## config.mk

```make
export PLATFORM = sky130hd
export DESIGN_NAME = kim_fetch_ctrl_p
export DESIGN_NICKNAME = d
export VERILOG_FILES = /design/src/rtl/kim_fetch_pkg.sv /design/src/rtl/kim_fetch_skid_buf.sv /design/src/rtl/kim_fetch_ctrl_p.sv
export SDC_FILE = /design/constraint.sdc
export NUM_CORES = 1
export LEC_CHECK = 0
export BUFFER_PORTS_ARGS = -buffer_cell sky130_fd_sc_hd__buf_2
export CORE_ASPECT_RATIO = 0.7
export CORE_MARGIN = 2
export CORE_UTILIZATION = 40
export DETAILED_ROUTE_END_ITERATION = 10
export PLACE_DENSITY = 0.67
export SETUP_SLACK_MARGIN = 0.05
export SLEW_MARGIN = 25
export SYNTH_ARGS = -nofsm -noshare
export SYNTH_HDL_FRONTEND = slang
export SYNTH_SLANG_ARGS = --single-unit
```

## constraint.sdc

```tcl
create_clock -name clk -period 7.02 [get_ports clk]
set_input_delay 1.053 -clock clk [delete_from_list [all_inputs] [get_ports clk]]
set_output_delay 1.053 -clock clk [all_outputs]
set_load 0.05 [all_outputs]
```

## src/rtl/kim_fetch_pkg.sv

```systemverilog
// Shared types and constants for the instruction-fetch controller.
package kim_fetch_pkg;

   typedef enum logic [1:0] {
      IDLE  = 2'd0,
      FETCH = 2'd1,
      FULL  = 2'd2
   } fetch_state_t;

   localparam int INSTR_WIDTH = 32;
   localparam int PC_STEP     = 4;
   localparam int BUF_DEPTH   = 2;

endpackage

```

## src/rtl/kim_fetch_skid_buf.sv

```systemverilog
// Two-entry FIFO of {instr, pc}; entry 0 is the head and drives the outputs directly.
// Push/pop/flush take effect on the edge; the head holds its last value when empty.
module kim_fetch_skid_buf
   import kim_fetch_pkg::*;
#(
   parameter int IW = INSTR_WIDTH,
   parameter int AW = 6
) (
   input  logic          clk,
   input  logic          rst_n,
   input  logic          push,
   input  logic [IW-1:0] push_instr,
   input  logic [AW-1:0] push_pc,
   input  logic          pop,
   input  logic          flush,
   output logic [1:0]    count,
   output logic [IW-1:0] head_instr,
   output logic [AW-1:0] head_pc
);

   logic [IW-1:0] tail_instr;
   logic [AW-1:0] tail_pc;

   // Shift-style storage: a pop moves the tail into the head, so the head
   // registers are never overwritten by stale data when the buffer empties.
   always_ff @(posedge clk or negedge rst_n) begin
      if (!rst_n) begin
         count      <= 2'd0;
         head_instr <= '0;
         head_pc    <= '0;
         tail_instr <= '0;
         tail_pc    <= '0;
      end else if (flush) begin
         count <= 2'd0;
      end else begin
         case ({push, pop})
            2'b10: begin
               if (count == 2'd0) begin
                  head_instr <= push_instr;
                  head_pc    <= push_pc;
                  count      <= 2'd1;
               end else begin
                  tail_instr <= push_instr;
                  tail_pc    <= push_pc;
                  count      <= 2'd2;
               end
            end
            2'b01: begin
               if (count == 2'd2) begin
                  head_instr <= tail_instr;
                  head_pc    <= tail_pc;
               end
               count <= count - 2'd1;
            end
            2'b11: begin
               if (count == 2'd2) begin
                  head_instr <= tail_instr;
                  head_pc    <= tail_pc;
                  tail_instr <= push_instr;
                  tail_pc    <= push_pc;
               end else begin
                  head_instr <= push_instr;
                  head_pc    <= push_pc;
               end
            end
            default: ;
         endcase
      end
   end

endmodule

```

## src/rtl/kim_fetch_ctrl_p.sv

```systemverilog
// Fetch controller: owns the PC, reads combinational imem, buffers words for decode.
// First instruction visible 2 edges after fetch_en; stalls in FULL while out_ready is low.
module kim_fetch_ctrl_p
   import kim_fetch_pkg::*;
#(
   parameter int                         MEM_ADDR_WIDTH = 6,
   parameter int                         MEM_DATA_WIDTH = 8,
   parameter logic [MEM_ADDR_WIDTH-1:0]  RESET_PC       = '0
) (
   input  logic                          clk,
   input  logic                          rst_n,
   input  logic                          fetch_en,
   input  logic                          redirect_valid,
   input  logic [MEM_ADDR_WIDTH-1:0]     redirect_pc,
   output logic [MEM_ADDR_WIDTH-1:0]     r_addr_by_pc,
   input  logic [MEM_DATA_WIDTH*4-1:0]   mem_instruction,
   output logic                          out_valid,
   input  logic                          out_ready,
   output logic [MEM_DATA_WIDTH*4-1:0]   out_instr,
   output logic [MEM_ADDR_WIDTH-1:0]     out_pc,
   output logic [15:0]                   fetch_cnt
);

   localparam int IW = MEM_DATA_WIDTH * 4;
   localparam int AW = MEM_ADDR_WIDTH;

   fetch_state_t  state, state_nxt;
   logic [AW-1:0] pc;
   logic [1:0]    count;
   logic          pop, space, push;

   assign out_valid    = (count != 2'd0);
   assign pop          = out_valid & out_ready;
   assign space        = (count < 2'(BUF_DEPTH)) | pop;
   assign r_addr_by_pc = pc;

   always_comb begin
      push      = 1'b0;
      state_nxt = state;
      if (redirect_valid) begin
         state_nxt = fetch_en ? FETCH : IDLE;
      end else begin
         case (state)
            IDLE: begin
               if (fetch_en) state_nxt = FETCH;
            end
            FETCH: begin
               if (!fetch_en) begin
                  state_nxt = IDLE;
               end else begin
                  push = space;
                  // Count lands on 2 only when nothing left and the buffer was not already empty.
                  if (!pop && (count == 2'd2 || (count == 2'd1 && space)))
                     state_nxt = FULL;
               end
            end
            FULL: begin
               if (!fetch_en)  state_nxt = IDLE;
               else if (pop)   state_nxt = FETCH;
            end
            default: state_nxt = IDLE;
         endcase
      end
   end

   always_ff @(posedge clk or negedge rst_n) begin
      if (!rst_n) begin
         state     <= IDLE;
         pc        <= RESET_PC;
         fetch_cnt <= 16'd0;
      end else begin
         state <= state_nxt;
         if (redirect_valid)
            pc <= redirect_pc & ~AW'(3);
         else if (push)
            pc <= pc + AW'(PC_STEP);
         if (push)
            fetch_cnt <= fetch_cnt + 16'd1;
      end
   end

   kim_fetch_skid_buf #(
      .IW (IW),
      .AW (AW)
   ) u_buf (
      .clk        (clk),
      .rst_n      (rst_n),
      .push       (push),
      .push_instr (mem_instruction),
      .push_pc    (pc),
      .pop        (pop),
      .flush      (redirect_valid),
      .count      (count),
      .head_instr (out_instr),
      .head_pc    (out_pc)
   );

endmodule

```

==> results by group, run 1 <==
Power and ir drop
  – Pwr dens: 443 nW/um^2
  – Total Power: 2370 uW
  – Peak supply drop: 0.253 mV
  – Leak Pwr: 0.00253 uW

Timing
  – RSZ-0062 raised after global routing: no
  – FMAX: 325 MHz
  – Final Cycle Share: 43.8%
  – Worst hold slack: 0.476 ns
  – Worst Skew: 0.00891 ns
  – Least-Margin Pin Slew: 0.637 ns
  – Fin. max-slew vios: 0
  – Fin. Hold Viols: 0
  – Final setup vio count: 0
  – Min Tclk post-route: 3.08 ns
  – Worst slew margin: 57.6%
  – Setup TNS: 0 ns

Clock network
  – CTS tree: built
  – Post-CTS Setup Inserts: 0
  – Number of H-tree levels: 3
  – Worst-path clk slew: 0.06 ns
  – CTS sink count: 97
  – CTS Buf Count: 9
  – Clk root buf: clkbuf_16
  – CTS Buffer Depth: 2
  – CTS resizes: 0
  – Insertion delay to the later sink of the worst-skew pair: 0.33 ns
  – Hold_buf cts: 0

Placed design
  – Area after DPL: 5030 sq um
  – Dpl hpwl: 6.11 mm
  – RD Place Congestion: 0.772
  – IO buf count: 99

Yosys
  – Synth Area in XOR/XNOR: 3.58%
  – Register bit total from synthesis: 97
  – Synth Area in Adders: 1.14%
  – Register area share after synthesis: 55.2%
  – Synth unique cells: 34
  – Yosys top cell by area: dfrtp_1
  – Most frequent cell after synthesis: mux2_2
  – Commonest cells post-synth: 110 x mux2_2, 97 x dfrtp_1, 13 x xnor2_1
  – Yosys top cell area share: 55.2%
  – Number of enable flip-flop cells after synthesis: 0
  – Mapped Area: 4400 sq um
  – Multiplexer area fraction after synthesis: 28.6%
  – Most common flop cell mapped by yosys: dfrtp_1
  – Synth Area in Simple Gates: 4.63%
  – Avg Inst Size Synth: 14.1 sq um
  – Compound-Gate Fraction of Synth Area: 4.07%
  – Top cells by area, synth: dfrtp_1 55%, mux2_2 28%, xnor2_1 2.6%, ha_1 1.1%, xor2_1 1.0%
  – Synth async-reset ratio: 100%
  – Post-Syn Instances: 311
  – Yosys warning count: 0
  – Largest family of logic cells by synthesized area: multiplexers

Drt
  – Post-route ant nets: 0
  – DR vias/cell: 4.93
  – DRT iter0 DRCs: 118
  – Via Count: 2786
  – DRC Markers: 0
  – Routed WL: 8.89 mm
  – Drt pass-1 iters: 4
  – Wire per inst: 15.7 um

Floorplanning
  – Num rows: 31
  – Chip height: 91.8 um
  – IO Pins: 104
  – Core ar.: 10500 sq um
  – Die Wd: 129 um
  – Starting Density: 41.9%
  – Die ar.: 11900 sq um

Worst setup path
  – Critical Path Max Stage Delay: 0.59 ns
  – Critical path type: flip-flop to flip-flop
  – CP Capture Type: flip-flop
  – CP required: 7.24 ns
  – CP Buf/Inv Count: 2
  – Critical Path Fanout Max: 20
  – CP Cell Sequence: inv_1 > ha_1 > nand2b_1 > a21o_1 > a221oi_4 > buf_4 > mux2_2
  – Worst path arrival time: 3.29 ns
  – Slowest-stage cell, CP: dfrtp_1
  – CP top delay family: compound AO/OA/AOI/OAI gates
  – Cells on worst reg2reg path: 7
  – Critical path depth in cells: 7
  – CP Launch Type: flip-flop

Layout
  – Fillers: 949
  – Area growth, synth to finish: 21.5%
  – Number of inserted diodes: 0
  – Final instance area: 5350 sq um
  – FF/Latch Area: 2430 sq um
  – Area of the multi-input gates: 1870 sq um
  – Layout cells sized above 1: 56.1%
  – Final net count: 459

Hold path
  – Hold Crit Depth: 1
  – Worst Hold Class: flip-flop to flip-flop

GRT
  – Vias in the first global route: 2833
  – First-pass GRT wire length: 14.3 mm
  – Grt ovf: 0
  – Pin count of the biggest net entering global routing: 52
  – Total track usage: 15.4%
  – Initial antenna violation count: 1

Flow run
  – Max_cap viols: 0

Run status
  – Run status: finished, final reports clean
power by group:
group          internal (uW)  switching, uW  leakage (uW)  total, uW
clock network            287            200      0.000147        486
registers                773            125       0.00123        898
logic                    335            648       0.00115        984
total                   1400            973       0.00253       2370
worst paths after layout:
| check | from | slack, ns | endpoint |
|---|---|---|---|
| min in group asynchronous | rst_n | 0.73 | u_buf.tail_instr[2] |
| hold reg to reg | fetch_cnt[15] | 0.48 | fetch_cnt[15] |
| setup reg to reg | u_buf.count[1] | 3.94 | u_buf.head_instr[4] |
| setup / recovery | u_buf.count[1] | 3.94 | u_buf.head_instr[4] |
| hold / removal | fetch_cnt[15] | 0.48 | fetch_cnt[15] |
| max in group asynchronous | rst_n | 5.21 | state[0] |
kinds of logic after synthesis:
family          count (synthesis)
compound gates                 23
xor+xnor                       18
fa+ha+maj                       4
buf+inv                        21
flops                          97
mux                           112
other cells                     1
simple gates                   35
per-stage QoR:
step / cells / util (%) / setup WS, ns
5_1_grt: 565 / 50.9 / 3.78
6_report: 565 / 50.9 / 3.94
3_5_place_dp: 548 / 47.9 / 3.31
2_1_floorplan: 312 / - / 4.31
3_3_place_gp: 548 / 47.9 / 3.38
4_1_cts: 564 / 50.7 / 3.41
placed cells by master (no fill, tap or decap), types with 5 or more instances in the layout:
cell and n:
clkbuf_16 9, nand2_1 9, buf_2 98, xor2_1 5
mux2_2 110, o21ai_0 7, nand3_1 7, dfrtp_1 97
nand4_1 5, xnor2_1 13, buf_4 5, a21oi_1 5
inv_1 6
worst register-to-register path: stages, from the launching register on:
cell	delay (ns)
dfrtp_1	0.59
inv_1	0.13
ha_1	0.28
nand2b_1	0.38
a21o_1	0.33
a221oi_4	0.47
buf_4	0.38
mux2_2	0.39
flip-flops by register name, summed over array words and instances, names as in the netlist:
signal / flops
state: 2
fetch_cnt: 16
u_buf.head_pc: 5
u_buf.tail_pc: 4
u_buf.count: 2
u_buf.tail_instr: 32
r_addr_by_pc: 4
u_buf.head_instr: 32
metal layers:
metal  global-route usage, %  share of wire (%)
met1                    20.4                 47
met2                    24.3                 46
met3                    5.83                6.4
met4                    3.26               0.52
met5                       0               0.15
final cells by class:
class / count / area share (%)
sequential: 97 / 45.4
multi-input combinational: 194 / 35.0
timing repair buffer: 104 / 10.2
clock buffer: 12 / 4.61
tap: 148 / 3.46
clock inverter: 4 / 0.983
inverter: 6 / 0.421
Note: power is estimated with default switching activity, not from simulation.
==> run 2: changes to the inputs <==
ABC_AREA = 1   (was not set)
PLACE_DENSITY = 0.66   (was 0.67)
clock period = 2.9 ns   (was 7.02 ns; I/O delays follow)
==> results by group, run 2 <==
Worst setup path
  – CP top delay family: buffers and inverters
  – Critical R2R Launch: u_buf.count[1]
  – Critical Path Max Stage Delay: 0.44 ns (-0.15 ns)
  – CP required: 3.18 ns (-4.06 ns)
  – CP Cell Sequence: inv_1 > ha_1 > inv_2 > nand2_2 > nand2_4 > nand2_2 > a21oi_4 > buf_12 > nand3_1 > nand2_1
  – Critical path type: flip-flop to flip-flop
  – CP Capture Type: flip-flop
  – CP Launch Type: flip-flop
  – CP Buf/Inv Count: 3 (+1)
  – Critical path origin: u_buf.count[1]
  – Critical Path Fanout Max: 24 (+20%)
  – Slowest-stage cell, CP: dfrtp_1
  – Worst path arrival time: 2.50 ns (-0.79 ns)
  – Crit path top cell by count: nand2_2

Run status
  – Run status: finished, final reports clean

Timing
  – Worst Skew: 0.00520 ns (-0.00371 ns)
  – Final setup vio count: 0 (unchanged)
  – Least-Margin Pin Slew: 0.507 ns (-0.130 ns)
  – Min Tclk post-route: 2.22 ns (-0.860 ns)
  – FMAX: 451 MHz (+39%)
  – Fin. max-slew vios: 0 (unchanged)
  – Final Cycle Share: 76.4% (+33 points)
  – RSZ-0062 raised after global routing: no
  – Setup TNS: 0 ns (unchanged)
  – Worst slew margin: 66.2% (+8.6 points)
  – Fin. Hold Viols: 0 (unchanged)

Yosys
  – Commonest cells post-synth: 353 x nand2_1, 196 x nand3_1, 97 x dfrtp_1
  – Synth unique cells: 33 (-2.9%)
  – Register area share after synthesis: 42.7% (-12 points)
  – Avg Inst Size Synth: 7.05 sq um (-50%)
  – Top cells by area, synth: dfrtp_1 43%, nand2_1 23%, nand3_1 17%, buf_2 1.8%, nor2_1 1.7%
  – Yosys top cell area share: 42.7% (-12 points)
  – Yosys warning count: 0 (unchanged)
  – Mapped Area: 5680 sq um (+29%)
  – Register bit total from synthesis: 97 (unchanged)
  – Number of enable flip-flop cells after synthesis: 0 (unchanged)
  – Post-Syn Instances: 806 (+160%)
  – Most common flop cell mapped by yosys: dfrtp_1
  – Yosys top cell by area: dfrtp_1
  – Synth async-reset ratio: 100% (unchanged)
  – Most frequent cell after synthesis: nand2_1

Drt
  – Drt pass-1 iters: 5 (+1)
  – Routed WL: 15.5 mm (+74%)
  – Via Count: 5441 (+95%)
  – DRT iter0 DRCs: 587 (+400%)
  – Wire per inst: 14.4 um (-8.6%)
  – Post-route ant nets: 0 (unchanged)
  – DRC Markers: 0 (unchanged)
  – DR vias/cell: 5.06 (+2.5%)

Floorplanning
  – Die Wd: 146 um (+13%)
  – Num rows: 36 (+16%)
  – Chip height: 104 um (+13%)
  – Die ar.: 15200 sq um (+28%)
  – Core ar.: 13900 sq um (+32%)
  – IO Pins: 104 (unchanged)
  – Starting Density: 40.8% (-1.0 points)

Hold path
  – Worst Hold Class: primary input to flip-flop
  – Worst Hold Launch: redirect_pc[5]

Layout
  – Number of inserted diodes: 0 (unchanged)
  – Final core occ: 47.5% (-3.4 points)
  – Most frequent cells in the layout: 353 x nand2_1, 196 x nand3_1, 98 x buf_2
  – Area of the multi-input gates: 2860 sq um (+53%)
  – Top flop regs: u_buf.head_instr: 32 flops, u_buf.tail_instr: 32 flops, fetch_cnt: 16 flops
  – Layout cells sized above 1: 17.2% (-39 points)
  – FF/Latch Area: 2430 sq um (unchanged)
  – Commonest non-fill, non-tap cell in the layout: nand2_1
  – Fillers: 1393 (+47%)
  – Area growth, synth to finish: 16.3%
  – Final net count: 930 (+100%)

GRT
  – Pin count of the biggest net entering global routing: 47 (-9.6%)
  – First-pass GRT wire length: 26.2 mm (+83%)
  – Grt ovf: 0 (unchanged)
  – Total track usage: 21.2% (+5.7 points)
  – Initial antenna violation count: 1 (unchanged)
  – Vias in the first global route: 5098 (+80%)

Placed design
  – IO buf count: 99 (unchanged)
  – Dpl hpwl: 10.2 mm (+67%)
  – RD Place Congestion: 0.870 (+13%)

Clock network
  – Worst-path clk slew: 0.07 ns (about the same)
  – Insertion delay to the later sink of the worst-skew pair: 0.34 ns (about the same)
  – CTS Buf Count: 9 (unchanged)
  – CTS tree: built
  – CTS resizes: 0 (unchanged)
  – CTS sink count: 97 (unchanged)
  – Number of H-tree levels: 3 (unchanged)
  – CTS Buffer Depth: 2 (unchanged)
  – Clk root buf: clkbuf_16

Flow run
  – Max_cap viols: 0 (unchanged)

Power and ir drop
  – Pwr dens: 1100 nW/um^2 (+150%)
  – Leak Pwr: 0.00352 uW (+39%)
  – Peak supply drop: 0.557 mV (+120%)
run 2: cell type report:
type                    instances  area share, %
repair buffers                119           10.4
well taps                     190           3.60
flip-flops and latches         97           36.7
inverters                      25           1.42
clock buffers                  12           4.03
multi-input cells             631           43.2
clock inverters                 2          0.568
run 2: logic make-up after synthesis:
| group | Yosys count | synth area share (%) |
|---|---|---|
| simple gates | 593 | 45.2 |
| flops | 97 | 42.7 |
| buf+inv | 79 | 7.27 |
| compound gates | 23 | 2.47 |
| xor+xnor | 9 | 1.39 |
| fa+ha+maj | 4 | 0.881 |
| other cells | 1 | 0.0660 |
run 2: layer usage:
metal,GRT usage [%],share of wire (%),vias up
met4,5.20,1.0,2
met3,5.07,7.3,14
met1,31.6,49,2481
met2,30.9,42,184
met5,0,0.071,-
li1,-,-,2760
run 2: worst paths after layout:
path / to / slack [ns] / depth (start not counted)
min: r_addr_by_pc[5] / 0.32 / 3
max: u_buf.head_pc[5] / 0.68 / 10
min reg2reg: u_buf.head_instr[30] / 0.47 / 2
min in group asynchronous: u_buf.head_pc[4] / 0.53 / 2
max in group asynchronous: u_buf.head_pc[5] / 1.66 / 3
max reg2reg: u_buf.head_pc[5] / 0.68 / 10
run 2: power breakdown:
group	internal, uW	total (uW)	switching, uW
combinational	968	3680	2710
clock	730	1230	497
sequential	1920	2370	450
total	3620	7280	3660
run 2: timing repair:
action,4_1_cts,5_1_grt
hold buffers,1,0
endpoints found under the hold margin,21,0
buffers inserted,0,0
run 2: per-stage QoR:
step / std cells / hold WS [ns] / worst slack, ns / power [uW] / instance area (sq um)
after floorplan: 807 / 0.139 / 0.993 / 5180 / 5690
after global placement: 1061 / 0.359 / 0.727 / 6030 / 6290
after detailed placement: 1061 / 0.358 / 0.673 / 6080 / 6290
after CTS: 1076 / 0.308 / 0.666 / 7320 / 6610
after global routing: 1076 / 0.317 / 0.501 / 7800 / 6610
final: 1076 / 0.315 / 0.685 / 7280 / 6610
run 2: tightest hold or removal path, stage by stage:
cell     delay, ns
buf_2         0.08
nand2_1       0.04
nand3_1       0.07
==> run 3: changes to the inputs <==
ABC_AREA = 0   (was 1)
PLACE_DENSITY = 0.67   (was 0.66)
clock period = 2.25 ns   (was 2.9 ns; I/O delays follow)
==> results by group, run 3 (synthesis gave the netlist of run 1 again) <==
Placed design
  – Dpl hpwl: 6.07 mm (-40%)
  – IO buf count: 99 (unchanged)
  – RD Place Congestion: 0.867 (-0.38%)

GRT
  – Pin count of the biggest net entering global routing: 47 (unchanged)
  – Total track usage: 15.8% (-5.4 points)
  – Vias in the first global route: 2832 (-44%)
  – First-pass GRT wire length: 14.6 mm (-44%)
  – Grt ovf: 0 (unchanged)
  – Initial antenna violation count: 0 (-1)

Floorplanning
  – Die Wd: 129 um (-12%)
  – Die ar.: 11900 sq um (-22%)
  – IO Pins: 104 (unchanged)
  – Num rows: 31 (-14%)
  – Starting Density: 41.9% (+1.0 points)
  – Chip height: 91.8 um (-12%)
  – Core ar.: 10500 sq um (-24%)

Power and ir drop
  – Leak Pwr: 0.00263 uW (-25%)
  – Psw: 3090 uW (-16%)
  – Pwr dens: 1350 nW/um^2 (+23%)
  – Reg power frac: 37.1% (+4.5 points)
  – Peak supply drop: 0.744 mV (+33%)
  – Internal power: 4430 uW (+22%)
  – Net Sw Frac: 41.1% (-9.2 points)
  – Gate power share: 42.8% (-7.7 points)
  – Total Power: 7520 uW (+3.3%)
  – Clock Power Share: 20.1% (+3.2 points)

Worst setup path
  – Worst path arrival time: 2.33 ns (-0.17 ns)
  – Slowest-stage cell, CP: mux2_2
  – R2R setup slack: 0.14 ns (-0.54 ns)
  – CP Capture Type: flip-flop
  – CP Cell Sequence: inv_1 > ha_4 > nand2b_1 > a21o_1 > a221oi_4 > buf_4 > buf_6 > mux2_2
  – CP required: 2.47 ns (-0.71 ns)
  – CP top delay family: buffers and inverters
  – Critical Path Max Stage Delay: 0.35 ns (-0.09 ns)
  – Critical Path Fanout Max: 9 (-63%)
  – CP Launch Type: flip-flop
  – CP Buf/Inv Count: 3 (unchanged)
  – Critical path type: flip-flop to flip-flop

Timing
  – Final Cycle Share: 93.7% (+17 points)
  – RSZ-0062 raised after global routing: no
  – Setup TNS: 0 ns (unchanged)
  – Fin. Hold Viols: 0 (unchanged)
  – Worst slew margin: 63.4% (-2.8 points)
  – Min Tclk post-route: 2.11 ns (-0.106 ns)
  – Worst hold slack: 0.226 ns (-0.0894 ns)
  – Final setup vio count: 0 (unchanged)
  – FMAX: 474 MHz (+5.0%)
  – Worst Skew: 0.00321 ns (-0.00199 ns)
  – Least-Margin Pin Slew: 0.548 ns (+0.0419 ns)
  – Fin. max-slew vios: 0 (unchanged)

Drt
  – DRC Markers: 0 (unchanged)
  – Via Count: 2820 (-48%)
  – Max layer used: met4
  – Drt pass-1 iters: 4 (-1)
  – Met2 routed WL: 4.12 mm (-37%)
  – DRT iter0 DRCs: 132 (-78%)
  – Wire per inst: 15.7 um (+9.4%)
  – Metal3 WL: 504 um (-55%)
  – Post-route ant nets: 0 (unchanged)
  – Routed WL: 9.12 mm (-41%)
  – DR vias/cell: 4.87 (-3.7%)
  – M1 wire length: 4.45 mm (-42%)

Layout
  – Most frequent cells in the layout: 110 x mux2_2, 98 x buf_2, 97 x dfrtp_1
  – FF/Latch Area: 2430 sq um (unchanged)
  – Fillers: 917 (-34%)
  – Final net count: 473 (-49%)
  – Top flop regs: u_buf.head_instr: 32 flops, u_buf.tail_instr: 32 flops, fetch_cnt: 16 flops
  – Area growth, synth to finish: 26.4%
  – Layout cells sized above 1: 58.2% (+41 points)
  – Number of inserted diodes: 0 (unchanged)
  – Area of the multi-input gates: 1880 sq um (-34%)
  – Final core occ: 52.9% (+5.5 points)
  – Commonest non-fill, non-tap cell in the layout: mux2_2

Clock network
  – Insertion delay to the later sink of the worst-skew pair: 0.33 ns (about the same)
  – Clk root buf: clkbuf_16
  – CTS sink count: 97 (unchanged)
  – Number of H-tree levels: 3 (unchanged)
  – CTS Buffer Depth: 2 (unchanged)
  – CTS Buf Count: 9 (unchanged)
  – Worst-path clk slew: 0.07 ns (about the same)
  – CTS resizes: 0 (unchanged)
  – CTS tree: built

Run status
  – Run status: finished, final reports clean

Hold path
  – Worst Hold Class: primary input to flip-flop

Flow run
  – Max_cap viols: 0 (unchanged)
[run 3: cell type report]
cell class	count	share of cell area (%)
Sequential cell	97	43.6
Multi-Input combinational cell	194	33.8
Timing Repair Buffer	118	13.4
Clock buffer	10	4.12
Tap cell	148	3.33
Clock inverter	6	1.19
Inverter	6	0.517
[run 3: per-stage QoR]
step / instance area, sq um / instances / setup slack, ns
floorplan: 4430 / 312 / -0.0230
global placement: 5190 / 558 / 0.152
detailed placement: 5190 / 558 / 0.118
CTS: 5500 / 575 / 0.106
global route: 5560 / 579 / 0.0500
finish: 5560 / 579 / 0.141
[run 3: final timing paths]
path / from / to / cells past startpoint
max reg2reg: u_buf.count[0] / u_buf.head_instr[19] / 8
max in group asynchronous: rst_n / u_buf.head_instr[24] / 3
min: redirect_pc[3] / r_addr_by_pc[3] / 3
max: u_buf.count[0] / u_buf.head_instr[19] / 8
min in group asynchronous: rst_n / fetch_cnt[0] / 2
min reg2reg: fetch_cnt[15] / fetch_cnt[15] / 1
[run 3: repair_timing]
| item | in CTS | in global routing |
|---|---|---|
| hold endpoints to repair | 4 | 0 |
| buffers inserted | 0 | 1 |
| hold buffers | 1 | 0 |
| endpoints found under the setup margin | 0 | 36 |
[run 3: worst min-delay path: stages]
cell and delay (ns):
buf_2 0.08, nand2_1 0.04, o21ai_0 0.06
[run 3: power by group through the flow]
stage,clock [uW],sequential (uW),combinational (uW)
3_5_place_dp,0,2820,3200
4_1_cts,1570,2800,3210
5_1_grt,1660,2890,3410
6_report,1510,2790,3220
3_3_place_gp,0,2770,3150
2_1_floorplan,0,4050,1160
[run 3: layer usage]
layer	vias to the layer above	track usage, %
met5	-	0
met4	0	3.26
met3	7	5.43
met2	60	24.6
met1	1395	21.5
li1	1358	-
